<file path="src/rtl/fetch_stage.sv">
// -----------------------------------------------------------------------------
// fetch_stage
// Instruction-fetch stage of the 4-stage RISC pipeline.
//
// Owns the program counter and issues word-addressed reads to a synchronous
// instruction ROM with a 1-cycle read latency. Fetched words are presented in
// the IF/ID register with a valid bit. A 1-entry skid buffer catches the word
// that is already in flight when decode stalls. A taken branch from execute
// redirects fetch and flushes all wrong-path state.
//
// Ports:
//   clk            in   rising-edge clock
//   reset          in   asynchronous active-low reset (0 = in reset)
//   stall_i        in   decode cannot accept; IF/ID holds
//   redirect_i     in   taken branch/jump; overrides stall_i
//   redirect_pc_i  in   branch target word address
//   imem_req_o     out  ROM read request this cycle
//   imem_addr_o    out  ROM read address
//   imem_rdata_i   in   ROM data, valid the cycle after a request
//   if_valid_o     out  IF/ID holds a live instruction
//   if_instr_o     out  IF/ID instruction
//   if_pc_o        out  IF/ID PC
// -----------------------------------------------------------------------------
module fetch_stage #(
  parameter int unsigned ADDR_W   = 8,
  parameter int unsigned INSTR_W  = 16,
  parameter int unsigned RESET_PC = 0
) (
  input  logic               clk,
  input  logic               reset,
  input  logic               stall_i,
  input  logic               redirect_i,
  input  logic [ADDR_W-1:0]  redirect_pc_i,
  output logic               imem_req_o,
  output logic [ADDR_W-1:0]  imem_addr_o,
  input  logic [INSTR_W-1:0] imem_rdata_i,
  output logic               if_valid_o,
  output logic [INSTR_W-1:0] if_instr_o,
  output logic [ADDR_W-1:0]  if_pc_o
);

  localparam logic [ADDR_W-1:0] LP_RESET_PC = ADDR_W'(RESET_PC);
  localparam logic [ADDR_W-1:0] LP_ONE      = ADDR_W'(1);

  // Control state
  logic               r_inflight;
  logic [ADDR_W-1:0]  r_fetch_pc;
  logic               r_skid_valid;
  logic               r_if_valid;
  logic [INSTR_W-1:0] r_if_instr;
  logic [ADDR_W-1:0]  r_if_pc;

  // Data-only state (no reset needed: qualified by the control bits above)
  logic [ADDR_W-1:0]  r_inflight_pc;
  logic [INSTR_W-1:0] r_skid_instr;
  logic [ADDR_W-1:0]  r_skid_pc;

  logic               w_issue;
  logic               w_load;
  logic               w_skid_wr;
  logic               w_skid_valid_nxt;
  logic [INSTR_W-1:0] w_load_instr;
  logic [ADDR_W-1:0]  w_load_pc;

  // Issue whenever the output will drain, or when no word is queued behind a
  // held output. The last term keeps a stalled pipe primed with one word
  // without ever having skid and in-flight occupied together.
  assign w_issue = redirect_i | ~stall_i | ~r_if_valid |
                   (~r_skid_valid & ~r_inflight);

  // A bubble in IF/ID is always overwritten, stall or not.
  assign w_load = ~stall_i | ~r_if_valid;

  // Returning word parks in the skid when the output is held, or when the
  // output is being refilled from the older skid entry.
  assign w_skid_wr = ~redirect_i & r_inflight & (~w_load | r_skid_valid);

  always_comb begin
    w_skid_valid_nxt = r_skid_valid;
    if (w_load) begin
      w_skid_valid_nxt = r_skid_valid & r_inflight;
    end else begin
      w_skid_valid_nxt = r_skid_valid | r_inflight;
    end
  end

  // Older word wins: skid content precedes the word returning now.
  assign w_load_instr = r_skid_valid ? r_skid_instr : imem_rdata_i;
  assign w_load_pc    = r_skid_valid ? r_skid_pc    : r_inflight_pc;

  assign imem_req_o  = reset & w_issue;
  assign imem_addr_o = redirect_i ? redirect_pc_i : r_fetch_pc;

  assign if_valid_o = r_if_valid;
  assign if_instr_o = r_if_instr;
  assign if_pc_o    = r_if_pc;

  // --- Issue / IF-ID boundary: PC, in-flight tracking, skid and output reg ---
  always_ff @(posedge clk or negedge reset) begin
    if (!reset) begin
      r_fetch_pc   <= LP_RESET_PC;
      r_inflight   <= 1'b0;
      r_skid_valid <= 1'b0;
      r_if_valid   <= 1'b0;
      r_if_instr   <= '0;
      r_if_pc      <= '0;
    end else if (redirect_i) begin
      // Flush everything on the wrong path and restart at the target.
      r_if_valid   <= 1'b0;
      r_skid_valid <= 1'b0;
      r_inflight   <= 1'b1;
      r_fetch_pc   <= redirect_pc_i + LP_ONE;
    end else begin
      r_skid_valid <= w_skid_valid_nxt;
      if (w_load) begin
        if (r_skid_valid || r_inflight) begin
          r_if_valid <= 1'b1;
          r_if_instr <= w_load_instr;
          r_if_pc    <= w_load_pc;
        end else begin
          r_if_valid <= 1'b0;
        end
      end
      r_inflight <= w_issue;
      if (w_issue) begin
        r_fetch_pc <= r_fetch_pc + LP_ONE;
      end
    end
  end

  always_ff @(posedge clk) begin
    if (redirect_i) begin
      r_inflight_pc <= redirect_pc_i;
    end else if (w_issue) begin
      r_inflight_pc <= r_fetch_pc;
    end
    if (w_skid_wr) begin
      r_skid_instr <= imem_rdata_i;
      r_skid_pc    <= r_inflight_pc;
    end
  end

endmodule

</file>
<file path="config.mk">
export PLATFORM = sky130hd
export DESIGN_NAME = fetch_stage
export DESIGN_NICKNAME = d
export VERILOG_FILES = /design/src/rtl/fetch_stage.sv
export SDC_FILE = /design/constraint.sdc
export NUM_CORES = 1
export LEC_CHECK = 0
export ABC_AREA = 1
export CAP_MARGIN = 15
export CORE_MARGIN = 2
export CORE_UTILIZATION = 30
export CTS_BUF_LIST = sky130_fd_sc_hd__clkbuf_4 sky130_fd_sc_hd__clkbuf_8
export CTS_CLUSTER_DIAMETER = 100
export DETAILED_ROUTE_END_ITERATION = 12
export GPL_TIMING_DRIVEN = 0
export HOLD_SLACK_MARGIN = 0.08
export PLACE_DENSITY_LB_ADDON = 0.1
export SLEW_MARGIN = 25
export SYNTH_ARGS = -nofsm -noshare
export SYNTH_HDL_FRONTEND = slang
export SYNTH_SLANG_ARGS = --single-unit
</file>
<file path="constraint.sdc">
create_clock -name clk -period 3.09 [get_ports clk]
set_clock_uncertainty 0.05 [all_clocks]
set_input_delay 0.309 -clock clk [delete_from_list [all_inputs] [get_ports clk]]
set_output_delay 0.309 -clock clk [all_outputs]
set_load 0.01 [all_outputs]
</file>
==> results.toml, run 1 <==
[power_and_ir_drop]
pwr-share-comb_pct = 19.6
p_int_mw = 1.75
switchingPower_mw = 0.637
irDropWorstVdd_mv = 0.242
leakagePower_nw = 1.53
swShare_pct = 26.7
powerDensity_nw_per_um2 = 623
power.share.clock_pct = 34.3
p_seq_share_pct = 46.2

[synth]
ys_types = 23
syn_avg_cell_area_um2 = 10.6
synthTopCellsByArea = "edfxtp_1 (34%), dfrtp_1 (31%), nand2_1 (12%)"
synthMuxAreaShare_pct = 0
netlist_area_um2 = 2790
synth_edf_count = 32
synthFlopType = "dfrtp_1"
synth_top_area_share_pct = 34.4
synth_top_family_by_area = "simple AND/OR/NAND/NOR gates"
synthXorXnorAreaFrac_pct = 0.314
ys_seq_area_share_pct = 65.8
syn-num-nets = 292
synth_fa_ha_area_share_pct = 0.448
synth_compound_area_share_pct = 8.03
synth_top_area_cell = "edfxtp_1"
yosys_warnings = 0
synth_simple_gate_area_share_pct = 20.8
synthArstFlopShare_pct = 52.2
ys_ff_latch = 67
synthCells = 263

[timing]
relSlewSlack_pct = 62.6
tns_ps = 0
drv_slew = 0
rsz0062_at_grt = "false"
worst_slack_ps = 551
finalSetupViolCount = 0
period_share_pct = 82.2
clock.fmax_mhz = 394
tightestPinTransition_ps = 562
final_hold_viol_count = 0
min_period_ps = 2540
whs_ps = 400

[place]
place_ws_ps = 567
dpl_cell_area_um2 = 3600
port_buffers = 61
dp_hpwl_mm = 4.20
globalplace.congestion = 0.766

[worst_setup_path]
critPathRequiredTime_ps = 2730
worst_ep_arrival_time_ps = 2180
start_kind = "flip-flop"
end_kind = "output pin"
critPathKind = "reg -> out"
r2r-start = "r_skid_valid"
crit_start = "if_valid_o"
crit_fanout = 17

[global_routing]
gr-total-overflow = 0
grt_pass1_vias = 2029
antenna_found_initial = 0
grt_pass1_wl_mm = 9.98
grt_max_degree = 20
grt_usage_pct = 13.1

[worst_hold_path]
min_path_type = "in -> async"

[flow_run]
drv_cap = 0

[floorplanning]
dieArea_um2 = 10100
dieHeight_um = 100
start_util_pct = 30.5
num_rows = 35
core_um2 = 9150
num_io_pins = 62
die_x_um = 100

[layout]
syn_to_final_growth_pct = 37.5
fin_util_pct = 41.9
drive_gt1_share_pct = 13.1
mostFrequentLayoutCells = "nand2_1 (90), clkdlybuf4s50_1 (60), dfrtp_1 (35), edfxtp_1 (32), nor2_1 (30)"
fillers = 877
nNetsFinal = 367
final_area_um2 = 3840
mostFrequentLayoutCell = "nand2_1"
n_antenna_cell = 0

[cts]
clk_pin_slew_worst_paths_ps = 80
cts-root-buf = "clkbuf_8"
cts_buffers = 9
cts_tree = "yes"
clock-sinks = 67
cts.path.max_buffers = 2
clock_latency_ps = 340
htreeDepth = 3
cts_setup_buffers = 0

[detailed_routing]
drt_iter0_markers = 85
drt-vias-per-instance = 4.52
drt-pass1-iter-count = 4
routed_wl_mm = 6.04
wl_per_cell_um = 13.3
num_vias = 2052
ant_nets = 0
drc_errors = 0

[run_status]
status = "complete, no violations"
## synth_stat cells, types with 3 or more instances
master and number:
inv_1 7, buf_6 5, edfxtp_1 32, dfrtp_1 35, nor2_1 30, nand2_1 90
nand3_1 7, a21oi_1 5, a31oi_1 21, inv_2 3, nor2_4 3, clkbuf_1 4
nand2_2 6, a31oi_2 4
## area by class of cell
type	instances	area (um2)	area share (%)
Tap cell	111	139	3.62
Clock inverter	7	101	2.64
Inverter	11	41.3	1.08
Sequential cell	67	1840	47.9
Timing Repair Buffer	64	671	17.5
Buffer	11	86.3	2.25
Multi-Input combinational cell	174	837	21.8
Clock buffer	9	124	3.23
## worst max-delay path, stage by stage, from the launching register on
cell,delay (ps)
dfrtp_1,380
nand2_1,180
inv_1,120
nand2_2,310
inv_2,170
nor2_1,130
clkdlybuf4s50_1,550
## flip-flops by register name, summed over array words and instances, names as in the netlist
signal / flops
if_instr_o: 16
if_pc_o: 8
if_valid_o: 1
r_fetch_pc: 8
r_inflight: 1
r_inflight_pc: 8
r_skid_instr: 16
r_skid_pc: 8
r_skid_valid: 1
## cells by family after synthesis
logic type / after synthesis
compound gates: 33
xor+xnor: 1
fa+ha+maj: 1
buf+inv: 22
flops: 67
simple gates: 139
## power groups by stage
stage / logic [mW] / clock network [mW] / registers, mW
final: 0.467 / 0.819 / 1.10
after global routing: 0.516 / 0.881 / 1.12
after CTS: 0.475 / 0.841 / 1.11
after detailed placement: 0.472 / 0 / 1.13
after global placement: 0.458 / 0 / 1.12
after floorplan: 0.194 / 0 / 1.15
## routing by layer
layer | global-route usage (%) | vias to the layer above | part of all wire [%]
li1 | - | 1029 | -
met1 | 16.8 | 946 | 47
met2 | 20.5 | 68 | 46
met3 | 4.11 | 9 | 5.4
met4 | 5.58 | 0 | 1.8
met5 | 0 | - | 0
## stage by stage
step / cells / power [mW]
after floorplan: 263 / 1.34
after global placement: 435 / 1.58
after detailed placement: 437 / 1.60
after CTS: 454 / 2.42
after global routing: 454 / 2.52
final: 454 / 2.39
## worst paths after layout
path                                          to  slack, ps  cells after the start
worst max-delay path                  imem_req_o        550                      6
worst min-delay path              if_instr_o[15]        400                      2
worst max register to register  r_skid_instr[13]       1260                      5
worst min register to register      r_skid_pc[4]        410                      0
max in group asynchronous         if_instr_o[14]       2110                      3
min in group clk                    r_skid_pc[4]        410                      0
## repair_timing
action	in CTS	in global routing
endpoints found under the hold margin	16	0
endpoints found under the setup margin	0	0
hold buffers	1	0
resized for setup	0	0
(Power assumes the default switching activity.)
==> run 2: changes to the inputs <==
==> constraint.sdc (replaced) <==
create_clock -name clk -period 2.25 [get_ports clk]
set_clock_uncertainty 0.05 [all_clocks]
set_input_delay 0.225 -clock clk [delete_from_list [all_inputs] [get_ports clk]]
set_output_delay 0.225 -clock clk [all_outputs]
set_load 0.01 [all_outputs]
==> run 2 against run 1 <==
Effect of this change: sequential cell count stayed put; die area stayed put; wire length is 0.28% lower; core utilization is 0.16 points lower.
==> results.toml, run 2 (synthesis gave the netlist of run 1 again) <==
[flow_run]
drv_cap = 0

[worst_hold_path]
min_path_type = "in -> async"

[global_routing]
grt_pass1_wl_mm = 9.80
gr-total-overflow = 0
antenna_found_initial = 0
grt_pass1_vias = 1995
grt_max_degree = 25
grt_usage_pct = 12.7

[detailed_routing]
num_vias = 1983
wl_per_cell_um = 13.3
routed_wl_mm = 6.02
drt-vias-per-instance = 4.37
drt_iter0_markers = 54
ant_nets = 0
drc_errors = 0
drt-pass1-iter-count = 4

[worst_setup_path]
worst_ep_arrival_time_ps = 1840
critPathKind = "reg -> out"
start_kind = "flip-flop"
critPathRequiredTime_ps = 1980
crit_fanout = 10
end_kind = "output pin"

[power_and_ir_drop]
irDropWorstVdd_mv = 0.402
power.share.clock_pct = 34.2
pwr-share-comb_pct = 19.3
p_seq_share_pct = 46.4
p_int_mw = 2.44
swShare_pct = 25.6
switchingPower_mw = 0.837
leakagePower_nw = 1.54
powerDensity_nw_per_um2 = 857

[layout]
drive_gt1_share_pct = 13.1
mostFrequentLayoutCell = "nand2_1"
mostFrequentLayoutCells = "nand2_1 (90), clkdlybuf4s50_1 (60), dfrtp_1 (35), edfxtp_1 (32), nor2_1 (30)"
syn_to_final_growth_pct = 37.0
nNetsFinal = 367
final_area_um2 = 3820
n_antenna_cell = 0

[timing]
final_hold_viol_count = 0
drv_slew = 0
period_share_pct = 93.8
tightestPinTransition_ps = 836
rsz0062_at_grt = "false"
relSlewSlack_pct = 44.1
whs_ps = 278
clock.fmax_mhz = 474
finalSetupViolCount = 0
min_period_ps = 2110

[cts]
clock-sinks = 67
clk_pin_slew_worst_paths_ps = 80
cts_buffers = 9
htreeDepth = 3
cts-root-buf = "clkbuf_8"
cts_tree = "yes"
clock_latency_ps = 340
cts.path.max_buffers = 2

[floorplanning]
core_um2 = 9150
start_util_pct = 30.5
num_rows = 35
die_x_um = 100
num_io_pins = 62
dieArea_um2 = 10100
dieHeight_um = 100

[place]
port_buffers = 61
globalplace.congestion = 0.767
dpl_cell_area_um2 = 3570
dp_hpwl_mm = 4.19

[run_status]
status = "complete, no violations"
run 2: layer usage:
layer	vias up	wire length, um	global-route usage, %
met5	-	0	0
met4	0	30	4.43
met3	2	287	3.62
met2	51	2720	20.3
met1	907	2990	16.5
li1	1023	-	-
run 2: final timing paths:
kind                                   from            end  slack (ps)  depth (start not counted)
setup / recovery                 if_valid_o     imem_req_o         140                          6
hold / removal                        reset  if_instr_o[2]         280                          2
setup reg to reg               r_skid_valid   r_skid_pc[5]         200                          4
hold reg to reg            r_inflight_pc[2]   r_skid_pc[2]         400                          0
max in group asynchronous             reset     if_pc_o[4]        1470                          3
min in group clk           r_inflight_pc[2]   r_skid_pc[2]         400                          0
run 2: final cells by class:
type | count | area (um2)
inverter | 11 | 41.3
buffer | 11 | 86.3
clock buffer | 11 | 145
multi-input combinational | 174 | 842
fill | 881 | 5330
tap | 111 | 139
clock inverter | 5 | 77.6
timing repair buffer | 64 | 653
sequential | 67 | 1840
run 2: metrics by stage:
| stage | cells | TNS [ps] | setup WS, ps | util [%] | total power, mW |
|---|---|---|---|---|---|
| after floorplan | 263 | 0 | 363 | - | 1.84 |
| after global placement | 435 | -10590 | -862 | 38.7 | 2.17 |
| after detailed placement | 436 | -108 | -108 | 39.0 | 2.19 |
| after CTS | 454 | 0 | 47.4 | 41.7 | 3.31 |
| after global routing | 454 | 0 | 16.6 | 41.7 | 3.44 |
| final | 454 | 0 | 139 | 41.7 | 3.27 |
run 2: worst max-delay path, stage by stage, from the launching register on:
cell             delay [ps]
dfrtp_1                 380
nand2_1                 180
inv_1                   140
nand2_4                  90
inv_2                    80
nor2_1                   90
clkdlybuf4s50_1         540
run 2: power by group through the flow:
stage	Clock, mW	Sequential, mW	Combinational [mW]
4_1_cts	1.14	1.52	0.644
3_3_place_gp	0	1.54	0.628
2_1_floorplan	0	1.57	0.267
5_1_grt	1.19	1.54	0.703
3_5_place_dp	0	1.55	0.637
6_report	1.12	1.52	0.632
run 2: what timing repair did:
action / in CTS / in global routing
endpoints found under the setup margin: 1 / 1
resized for setup: 1 / 1
pin swaps: 1 / 0
buffers inserted: 1 / 0
hold endpoints to repair: 15 / 0
hold buffers: 1 / 0
==> run 3: changes to the inputs <==
--- a/config.mk
+++ b/config.mk
@@ -15,6 +15,7 @@
 export GPL_TIMING_DRIVEN = 0
 export HOLD_SLACK_MARGIN = 0.08
 export PLACE_DENSITY_LB_ADDON = 0.1
+export SKIP_CTS_REPAIR_TIMING = 1
 export SLEW_MARGIN = 25
 export SYNTH_ARGS = -nofsm -noshare
 export SYNTH_HDL_FRONTEND = slang
==> run 3 against run 2 <==
Effect of this change: global-route usage barely moved; final area rose by 0.66%; via count rose by 1.1%; critical path depth rose by 1; count of clock-buffer cells in the layout did not move; critical path type unchanged; critical endpoint unchanged; largest power group unchanged.
==> results.toml, run 3 (synthesis gave the netlist of run 1 again) <==
[floorplanning]
core_um2 = 9150
start_util_pct = 30.5
num_io_pins = 62
dieHeight_um = 100
num_rows = 35
die_x_um = 100
dieArea_um2 = 10100

[worst_setup_path]
end_kind = "output pin"
crit_fanout = 10
critPathKind = "reg -> out"
worst_ep_arrival_time_ps = 1850
start_kind = "flip-flop"
critPathRequiredTime_ps = 1980

[detailed_routing]
drt-pass1-iter-count = 4
drt_iter0_markers = 53
routed_wl_mm = 6.17
drc_errors = 0
drt-vias-per-instance = 4.39
ant_nets = 0
wl_per_cell_um = 13.5
num_vias = 2004

[cts]
cts-root-buf = "clkbuf_8"
cts.path.max_buffers = 2
clk_pin_slew_worst_paths_ps = 80
clock-sinks = 67
cts_tree = "yes"
cts_buffers = 9
htreeDepth = 3
clock_latency_ps = 340

[timing]
drv_slew = 0
period_share_pct = 94.3
tightestPinTransition_ps = 824
relSlewSlack_pct = 45.0
final_hold_viol_count = 0
clock.fmax_mhz = 471
finalSetupViolCount = 0
tns_ps = 0
min_period_ps = 2120
rsz0062_at_grt = "false"

[run_status]
status = "complete, no violations"

[global_routing]
grt_pass1_vias = 1992
grt_pass1_wl_mm = 9.75
use_met1_pct = 16.4
top_usage_layer = "met2"
grt_util_met3_pct = 3.62
grt_usage_pct = 12.6
antenna_found_initial = 0
grt_max_degree = 25
use_met2_pct = 20.3
gr-total-overflow = 0

[layout]
final_area_um2 = 3850
n_antenna_cell = 0
final-instance-count-excl-fill = 457
mostFrequentLayoutCells = "nand2_1 (89), clkdlybuf4s50_1 (60), dfrtp_1 (35), edfxtp_1 (32), nor2_1 (30)"
drive_gt1_share_pct = 13.9
regArea_um2 = 1840
multiInputGateArea_um2 = 845
syn_to_final_growth_pct = 37.8
mostFrequentLayoutCell = "nand2_1"
nNetsFinal = 370
fillers = 882

[place]
dpl_cell_area_um2 = 3570
port_buffers = 61
globalplace.congestion = 0.767
dp.cells = 436
dp_hpwl_mm = 4.19

[power_and_ir_drop]
leakagePower_nw = 1.55
powerDensity_nw_per_um2 = 852
p_total_mw = 3.28
irDropWorstVdd_mv = 0.402

[flow_run]
drv_cap = 0

[worst_hold_path]
min_path_type = "reg -> reg"
==> run 3: cell types whose count changed in the layout (fill, tap and decap cells not counted), sizes merged <==
| cell | previous run | this run |
|---|---|---|
| buf | 9 | 12 |
| dlygate4sd3 | 1 | 2 |
| clkbuf | 16 | 15 |
==> run 3: worst paths after layout <==
path	startpoint	endpoint	slack, ps	depth (start not counted)
setup / recovery	r_skid_valid	imem_req_o	130	7
hold / removal	r_inflight_pc[2]	r_skid_pc[2]	400	0
setup reg to reg	r_skid_valid	r_skid_pc[5]	210	4
hold reg to reg	r_inflight_pc[2]	r_skid_pc[2]	400	0
max in group asynchronous	reset	r_fetch_pc[5]	500	3
min in group asynchronous	reset	if_instr_o[4]	440	3
==> run 3: area by class of cell <==
cell class,instances,area share [%]
Tap cell,111,3.61
Multi-Input combinational cell,174,22.0
Sequential cell,67,47.8
Buffer,11,2.24
Inverter,11,1.07
Clock buffer,11,3.77
Clock inverter,5,2.02
Timing Repair Buffer,67,17.6
==> run 3: power by group <==
| group | internal, mW | total (mW) | switching (mW) |
|---|---|---|---|
| logic | 0.328 | 0.637 | 0.310 |
| registers | 1.45 | 1.52 | 0.0731 |
| clock network | 0.663 | 1.12 | 0.454 |
==> run 3: metal layers <==
layer	part of all wire (%)	up-vias
li1	-	1029
met1	49	917
met4	1.1	0
met5	0	-
met3	4.8	5
met2	45	53
==> run 3: per-stage QoR <==
stage | worst slack, ps | util (%) | hold WS, ps
floorplan | 363 | - | -121
global placement | -862 | 38.7 | 382
detailed placement | -108 | 39.0 | 154
CTS | -247 | 41.5 | -220
global route | 5.96 | 42.0 | 414
finish | 127 | 42.0 | 397
==> run 3: worst max-delay path: stages, from the launching register on <==
cell and delay [ps]:
dfrtp_1 370, buf_6 140, nor2_4 140, nor2_4 50, nand2_4 90, inv_2 90
nor2_1 90, clkdlybuf4s50_1 540
==> patch (flow settings as in run 1) <==
Set the parameter `ADDR_W` to 7 (it was 8).
--- a/src/rtl/fetch_stage.sv
+++ b/src/rtl/fetch_stage.sv
@@ -22,7 +22,7 @@
 //   if_pc_o        out  IF/ID PC
 // -----------------------------------------------------------------------------
 module fetch_stage #(
-  parameter int unsigned ADDR_W   = 8,
+  parameter int unsigned ADDR_W   = 7,
   parameter int unsigned INSTR_W  = 16,
   parameter int unsigned RESET_PC = 0
 ) (
Ports: changed (resized if_pc_o, imem_addr_o and redirect_pc_i); port bits go from 62 to 59. No check against the original RTL was run, so the function may have changed too.
==> patch against run 1 <==
- design area fell by 6.9%
- synthesized area fell by 6.5%
- via count fell by 7.2%
- worst hold slack got worse by 0.0082 ns
- routed wire length fell by 2.5%
- core utilization fell by 0.34 points
- setup slack got worse by 0.073 ns
- total power fell by 12%
- non-clock buffer count fell by 4
- sequential cell count fell by 4
- global-route usage barely moved
- critical path type is now in2out
- largest cell class unchanged
==> patch: results (changes against run 1) <==
Max-Slew Margin vs Limit - 62.27% (-0.29 points)
Syn Nets - 276 (-5.5%)
Worst EP arrival - 2.25 ns (+0.07 ns)
Complex-gate fraction of the synthesized area - 7.670% (-0.36 points)
Comb pwr - 433 uW (-7.3%)
Top cells by area, synth - edfxtp_1 (35%), dfrtp_1 (32%), nand2_1 (12%)
Worst IR Drop VDD - 0.0002028 V (-16%)
FF-to-FF setup slack - 1.22 ns (-0.04 ns)
CP Launch Point - stall_i
Initial antenna violation count - 0 (unchanged)
Power Clock - 636 uW (-22%)
Hold Crit Start - r_inflight_pc[1]
GRT Util Overall - 13.09% (-0.024 points)
Layout cells sized above 1 - 12.62% (-0.50 points)
# nets final - 348 (-5.2%)
Status - completed
Sequential area share after synthesis - 66.16% (+0.33 points)
Via density - 4.400 (-2.7%)
CTS resizes - 0 (unchanged)
Hold Crit Class - reg2reg
Net switching power - 568.8 uW (-11%)
Netlist cell types - 22 (-4.3%)
Tcrit/Tclk final - 84.54% (+2.4 points)
DP Worst Slack - 0.4613 ns (-0.1056 ns)
Reg-to-Reg End - r_skid_pc[4]
Clock slew at reported path FFs - 0.07 ns
Num CTS Buffers - 9 (unchanged)
Combinational power share - 20.6% (+1.0 points)
DRT Wirelength - 5885 um (-2.5%)
IO Port Bufs - 58 (-4.9%)
First-pass GRT wire length - 9722 um (-2.6%)
First DRT Iteration DRCs - 65 (-24%)
Fraction of registers with async set/reset - 52.38% (+0.14 points)
Root Buffer - clkbuf_8
Yosys warning count - 0 (unchanged)
Non-filler cells, final - 433 (-4.6%)
Hold_ws - 0.3918 ns (-0.008191 ns)
RD Place Congestion - 0.7901 (+3.2%)
DP HPWL - 4101 um (-2.3%)
List of most frequent post-synthesis cells - nand2_1 (84), dfrtp_1 (33), edfxtp_1 (30), nor2_1 (26), a31oi_1 (23)
Largest net degree at the start of global routing - 19 (-5.0%)
Leakage Power - 0.001464 uW (-4.6%)
EDFF count, synth - 30 (-6.3%)
CP max FO - 16 (-1)
Placed Area - 3387 um2 (-5.9%)
XOR/XNOR share of the synthesized area - 0% (-0.31 points)
Hold-critical path endpoint - r_skid_pc[1]
Post-Synth Adder-Cell Area - 0.4794% (+0.031 points)
Syn_area_per_cell - 10.52 um2 (-0.80%)
Cells after DPL - 416 (-4.8%)
-- patch: cell types whose count changed after synthesis, sizes merged, moves of 2 or more --
cell    before  now
o21ai        2    6
nand2       97   90
a31oi       25   23
inv         10   13
nor2        34   31
a21oi        5    3
edfxtp      32   30
dfrtp       35   33
-- patch: what timing repair did --
action | in CTS | in global routing
hold endpoints to repair | 16 | 0
hold buffers | 1 | 0
setup buffers | 0 | 0
-- patch: layout make-up --
cell class	instances	area [um2]
flip-flops and latches	63	1727
inverters	13	48.80
multi-input cells	162	779.5
repair buffers	61	640.6
clock inverters	4	22.52
fillers	859	5021
well taps	108	135.1
plain buffers	10	66.31
clock buffers	12	152.6
-- patch: worst max-delay path, delay by kind of cell --
| kind | cells | cell delay (ns) |
|---|---|---|
| and+or+nand+nor | 3 | 0.60 |
| buffers and inverters | 4 | 1.34 |
-- patch: routing by layer --
metal | GRT usage, % | routed length [um]
met5 | 0 | 0
met4 | 4.808 | 93
met3 | 3.957 | 261
met2 | 21.47 | 2803
met1 | 16.40 | 2726
